**src/rtl/traffic_light_controller_nway.sv**
```systemverilog
// N-way traffic-light sequencer: GREEN -> YELLOW -> ALL_RED per approach, with
// per-way run-time green durations, optional request-driven skipping and an emergency all-red hold.
module traffic_light_controller_nway #(
    parameter int NUM_WAYS    = 4,
    parameter int TW          = 8,
    parameter int YELLOW_TIME = 2,
    parameter int ALLRED_TIME = 1,
    parameter int SKIP_IDLE   = 0,
    localparam int WW         = (NUM_WAYS > 2) ? $clog2(NUM_WAYS) : 1
) (
    input  logic                  clk,
    input  logic                  rst_n,
    input  logic [NUM_WAYS*TW-1:0] green_time,
    input  logic [NUM_WAYS-1:0]   way_req,
    input  logic                  emerg,
    output logic [3*NUM_WAYS-1:0] lights,
    output logic [1:0]            phase,
    output logic [WW-1:0]         cur_way
);

    typedef enum logic [1:0] {
        ALL_RED = 2'b00,
        GREEN   = 2'b01,
        YELLOW  = 2'b10
    } state_t;

    // Zero-length parameters are stretched to one cycle.
    localparam int YELLOW_D = (YELLOW_TIME < 1) ? 1 : YELLOW_TIME;
    localparam int ALLRED_D = (ALLRED_TIME < 1) ? 1 : ALLRED_TIME;

    localparam logic [2:0] LAMP_GREEN  = 3'b001;
    localparam logic [2:0] LAMP_YELLOW = 3'b010;
    localparam logic [2:0] LAMP_RED    = 3'b100;

    state_t          state_reg;
    logic [TW-1:0]   timer_reg;
    logic [TW-1:0]   gdur_reg;
    logic [WW-1:0]   next_way;
    logic [TW-1:0]   gt_way [NUM_WAYS];
    logic [TW-1:0]   gt_sel;

    generate
        for (genvar gi = 0; gi < NUM_WAYS; gi++) begin : g_gt
            assign gt_way[gi] = green_time[gi*TW +: TW];
        end
    endgenerate

    // Search starts one past the current way; the current way itself is visited last.
    always_comb begin
        logic found;
        found    = 1'b0;
        next_way = WW'((int'(cur_way) + 1) % NUM_WAYS);
        if (SKIP_IDLE != 0) begin
            for (int i = 1; i <= NUM_WAYS; i++) begin
                if (!found && way_req[(int'(cur_way) + i) % NUM_WAYS]) begin
                    next_way = WW'((int'(cur_way) + i) % NUM_WAYS);
                    found    = 1'b1;
                end
            end
        end
    end

    assign gt_sel = gt_way[next_way];
    assign phase  = state_reg;

    function automatic logic [3*NUM_WAYS-1:0] lamp_vec(input logic [WW-1:0] w,
                                                       input logic [2:0] code);
        logic [3*NUM_WAYS-1:0] v;
        v = {NUM_WAYS{LAMP_RED}};
        v[int'(w)*3 +: 3] = code;
        return v;
    endfunction

    always_ff @(posedge clk or negedge rst_n) begin
        if (!rst_n) begin
            state_reg <= ALL_RED;
            timer_reg <= '0;
            gdur_reg  <= TW'(1);
            cur_way   <= WW'(NUM_WAYS - 1);
            lights    <= {NUM_WAYS{LAMP_RED}};
        end else begin
            case (state_reg)
                ALL_RED: begin
                    if (emerg) begin
                        timer_reg <= '0;
                    end else if (timer_reg == TW'(ALLRED_D - 1)) begin
                        state_reg <= GREEN;
                        timer_reg <= '0;
                        cur_way   <= next_way;
                        gdur_reg  <= (gt_sel == '0) ? TW'(1) : gt_sel;
                        lights    <= lamp_vec(next_way, LAMP_GREEN);
                    end else begin
                        timer_reg <= timer_reg + TW'(1);
                    end
                end
                GREEN: begin
                    // Emergency truncates green but always passes through yellow.
                    if (emerg || timer_reg == gdur_reg - TW'(1)) begin
                        state_reg <= YELLOW;
                        timer_reg <= '0;
                        lights    <= lamp_vec(cur_way, LAMP_YELLOW);
                    end else begin
                        timer_reg <= timer_reg + TW'(1);
                    end
                end
                YELLOW: begin
                    if (timer_reg == TW'(YELLOW_D - 1)) begin
                        state_reg <= ALL_RED;
                        timer_reg <= '0;
                        lights    <= {NUM_WAYS{LAMP_RED}};
                    end else begin
                        timer_reg <= timer_reg + TW'(1);
                    end
                end
                default: begin
                    state_reg <= ALL_RED;
                    timer_reg <= '0;
                    lights    <= {NUM_WAYS{LAMP_RED}};
                end
            endcase
        end
    end

endmodule
```
**config.mk**
```make
export PLATFORM = sky130hd
export DESIGN_NAME = traffic_light_controller_nway
export DESIGN_NICKNAME = d
export VERILOG_FILES = /design/src/rtl/traffic_light_controller_nway.sv
export SDC_FILE = /design/constraint.sdc
export NUM_CORES = 1
export LEC_CHECK = 0
export ABC_AREA = 1
export BUFFER_PORTS_ARGS = -buffer_cell sky130_fd_sc_hd__buf_4
export CAP_MARGIN = 20
export CORE_AREA = 10 10 72 105
export DETAILED_ROUTE_END_ITERATION = 16
export DIE_AREA = 0 0 82 115
export GPL_TIMING_DRIVEN = 1
export PLACE_DENSITY = 0.72
export SYNTH_ARGS = -nofsm -noshare
export SYNTH_HDL_FRONTEND = slang
export SYNTH_SLANG_ARGS = --single-unit
```
**constraint.sdc**
```tcl
create_clock -name clk -period 5.1 [get_ports clk]
set_input_delay 1.02 -clock clk [delete_from_list [all_inputs] [get_ports clk]]
set_output_delay 1.02 -clock clk [all_outputs]
set_load 0.03 [all_outputs]
```
Yosys cells after proc, flatten, opt, wreduce, memory -nomap -nowiden
Index checks and enable logic that the tools add are counted.
- latch bits: 0
- input bits: 39
- memories: 0
- output and inout bits: 16
- word-level logic and storage cells: 58
- flip-flop bits (word level): 32
- ROM bits: 0
- RAM bits: 0
- equal/unequal tests: 8
- muxes and demuxes: 19
- reduce and logical (&&, ||, !) cells: 6
- multiply operators: 2
- bitwise operators: 8
- $lt $le $gt $ge: 1
- add/subtract/negate cells: 5
- shifts and indexed selects: 4
- div/mod/pow operators: 0
- operators with widths (kind ; number):
    negator 4 -> 33 bit ; 2
    variable shift 3 x 33 -> 12 bit (first input constant) ; 2
    indexed part select 3 x 33 -> 12 bit (first input constant) ; 2
    2-to-1 mux 8 bit ; 7
    2-to-1 mux 12 bit ; 4
    case mux 12 bit (3 select lines) ; 1
    case mux 8 bit (3 select lines) ; 1
    AND 8 bit ; 2
    binary-select mux 8 bit (select 2 bit) ; 1
    logical NOT 8 bit ; 2
    adder 8 x 1 -> 8 bit (second input constant) ; 1
    equality test 8 x 1 -> 1 bit (second input constant) ; 1
    equality test 8 bit ; 1
    multiplier 2 x 2 -> 4 bit (second input constant) ; 2
    2-to-1 mux 2 bit ; 4
    != test 2 bit (second input constant) ; 4
    inverter 4 bit ; 2
    OR 4 bit ; 2
    subtractor 8 x 1 -> 8 bit (second input constant) ; 1
    case mux 2 bit (3 select lines) ; 1
    AND reduction 4 bit ; 1
    >= comparator 3 bit (second input constant) ; 1
    inverter 2 -> 3 bit ; 1
    AND reduction 3 bit ; 1
    other kinds (6) ; 6

Depth between registers and ports, before layout
- depth in word-level cells: 9
- mapped depth: 14
- depth with buffers taken out: 13

Worst setup path before layout
No wires, ideal clock.
- path type: register -> register
- start point: reg cur_way[0]
- end point: reg gdur_reg[0]
- arrival time: 2.109 ns
- clock period less this slack: 2.182 ns
- data required time: 5.027 ns
- setup slack: 2.918 ns
- library setup time: 0.073 ns
- cell stages (with the launch flop): 12
- cell sequence: dfstp_2 inv_1 clkbuf_1 ha_1 clkbuf_1 a21oi_1 o21ai_0 nand2_1 nand2_1 nor2_1 nand4_1 a21oi_1
- longest elaborated chain between the ends: 7
- RTL lines (what ; line ; source):
    start: declaration ; 18 ; output logic [WW-1:0] cur_way
    start signal: assignment ; 79 ; cur_way <= WW'(NUM_WAYS - 1);
    start signal: assignment ; 89 ; cur_way <= next_way;
    adder 2 x 1 -> 2 bit * ; 52 ; next_way = WW'((int'(cur_way) + 1) % NUM_WAYS);
    net next_way[0] ; 38 ; logic [WW-1:0] next_way;
    inverter 2 -> 3 bit (not written as such) * ; 63 ; assign gt_sel = gt_way[next_way];
    binary-select mux 8 bit (select 2 bit) * ; 63 ;
    2-to-1 mux 8 bit (not written as such) * (2 in series) ; 63 ;
    logical NOT 8 bit ; 90 ; gdur_reg <= (gt_sel == '0) ? TW'(1) : gt_sel;
    2-to-1 mux 8 bit * ; 90 ;
    end signal: assignment ; 90 ;
    end: declaration ; 37 ; logic [TW-1:0] gdur_reg;
Mark *: on every way through the listed nets, which the timed path passes. The rest lies on a longest branch. The select of a mux whose other input is x is not followed.
A chain may end at the register's enable or synchronous reset.

Final worst setup path
Ends and elaborated chain as after synthesis.

==> flow_metrics.tcl <==
set metrics [dict create \
    maxCapViolCount 0 \
    fin_ws_ps 2490 \
    synthCells 311 \
    maxSlewHeadroom_pct 49.2 \
    syn_area_per_cell_sq_um 7.13 \
    cts_root_buf "clkbuf_8" \
    cp-start-kind "register" \
    gp_congestion 0.884 \
    worst_pin_slew_ps 760 \
    die_x_um 82 \
    vias 2101 \
    fin_worst_skew_ps 3.36 \
    yosys.cell_types.count 29 \
    rr_startpoint "cur_way[0]" \
    die_y_um 115 \
    syn_nets 358 \
    initial_core_util_pct 38.9 \
    r2r_end "gdur_reg[0]" \
    wl_um 5270 \
    synth-seq-cells 32 \
    cts_setup_buffers 0 \
    firstDrtPassIters 4 \
    grt_max_degree 33 \
    area_growth_pct 21.9 \
    largest_reg_flops 12 \
    hold_path.class "reg2reg" \
    setup_tns_ps 0 \
    critPathCaptureType "register" \
    antenna_found_initial 0 \
    postCtsHoldBufs 0 \
    drc 0 \
    total_leakage_power_uw 0.00141 \
    critical_path_arrival_ps 2820 \
    worstSetupPathType "reg2reg" \
    detail-route-antenna-nets 0 \
    clk_pin_slew_ps 70 \
    clock_latency_ps 290 \
    fin_nets 403 \
    fin_crit_ps 2610 \
    hold_start "lights[2]" \
    crit_required_ps 5320 \
    die_area_sq_um 9430 \
    drtIter0Drc 115 \
    grt_use_total_pct 11.8 \
    rrSetupSlack_ps 2490 \
    grt_pass1_wl_um 9140 \
    vias_per_cell 4.90 \
    synth.top_cell.area_share_pct 28.2 \
    clock_path_buffers 2 \
    grt_setup_unrepaired "false" \
    num_rows 34 \
    r2r_cells 9 \
    io_buffers 50 \
    post-dp-hpwl_um 4200 \
    worstHoldEndpoint "lights[2]" \
    ir_drop_mv 0.427 \
    core_region_area_sq_um 5700 \
    yosysWarningCount 0 \
    grt_pass1_vias 2190 \
    io_pins 55 \
    fmax_mhz 383 \
    cts_tree "yes" \
    wire_per_inst_um 12.3 \
    ys.flop_type "dfrtp_1" \
    hold-path-cell-count 2 \
    n_antenna_cell 0 \
    drive_above_1_share_pct 24.4 \
    maxSlewViolCount 0 \
    hold_violations 0 \
    cts_resized 0 \
    powerDensity_nw_per_um2 627 \
    path_max_fanout 25 \
    final-setup-viol-count 0 \
    synthArstFlopShare_pct 100 \
    dp_worst_setup_slack_ps 2510 \
    cts_num_sinks 32 \
    yosys-top-cells-area "dfrtp_1, nand2_1, dfstp_2" \
    synth_edf_count 0 \
    synth_seq_area_share_pct 36.5 \
    status "finished, final reports clean" \
    grt-ovfl-total 0 \
    cts_made_buffers 5 \
    synth_top_area_cell "dfrtp_1" \
    syn_area_sq_um 2220 \
    htree_levels 2 \
    min_period_over_period_pct 51.1 \
]
## logic make-up after synthesis
logic type | after synthesis | synth area share (%)
compound gates | 39 | 10.3
xor+xnor | 10 | 3.95
fa+ha+maj | 8 | 4.52
simple gates | 165 | 33.7
flops | 32 | 36.5
buf+inv | 57 | 11.0
## through the flow
step	power (uW)	hold WS [ps]	instance area, sq um	cells	utilization (%)
after global placement	1470	453	2610	421	45.7
after CTS	1710	468	2700	429	47.4
after floorplan	1260	475	2220	311	-
after global routing	1860	493	2700	429	47.4
after detailed placement	1500	456	2610	421	45.7
final	1690	464	2700	429	47.4
## layer usage
layer / global-route usage (%) / wire length [um] / up-vias
met5: 0 / 0 / -
met4: 5.13 / 123 / 0
met3: 3.36 / 299 / 9
met2: 21.8 / 2710 / 50
met1: 11.6 / 2140 / 951
li1: - / - / 1091
## area by class of cell
cell class	instances	area, sq um
repair buffers	50	375
clock buffers	7	86.3
multi-input cells	222	1160
well taps	72	90.1
clock inverters	1	7.51
fillers	592	3000
flip-flops and latches	32	810
inverters	45	169
## Yosys cell counts (all sizes together), types with 8 or more instances
library cell,instances
a21oi,8
a31oi,8
dfrtp,25
ha,8
inv,43
nand2,96
nand3,23
nand4,14
nor2,30
o21ai,14
## layout by cell type (no fill, tap or decap), drive strengths merged
master and count:
o22ai 4, o21ai 14, a32o 2, clkinvlp 1, dfrtp 25, dfstp 7, nor3 1, nor2 30
ha 8, a21oi 8, a31oi 8, nand3 23, clkinv 2, inv 43, o31ai 1, a22oi 1
clkbuf 7, buf 50, o22a 1, xnor2 3, nand4 14, nand2 96, xor2 7, nor4 1
## power by group
part	switching, uW	internal (uW)
sequential	115	372
combinational	643	360
clock	94.2	110
## critical path: stages, from the launching register on
cell     delay, ps
dfstp_2        780
inv_1          320
ha_1           620
inv_1          190
o21ai_0        120
o22a_1         180
nand2_1         50
inv_1           50
nand4_1         70
a21oi_1        140
## worst max-delay path by stage
stage / slack [ps] / endpoint / from
2_1_floorplan: 2920 / gdur_reg[0] / cur_way[0]
3_3_place_gp: 2550 / lights[0] / gdur_reg[0]
3_5_place_dp: 2510 / gdur_reg[0] / cur_way[0]
4_1_cts: 2480 / gdur_reg[0] / cur_way[0]
5_1_grt: 2290 / gdur_reg[0] / cur_way[0]
6_report: 2490 / gdur_reg[0] / cur_way[0]
(Power assumes the default switching activity.)
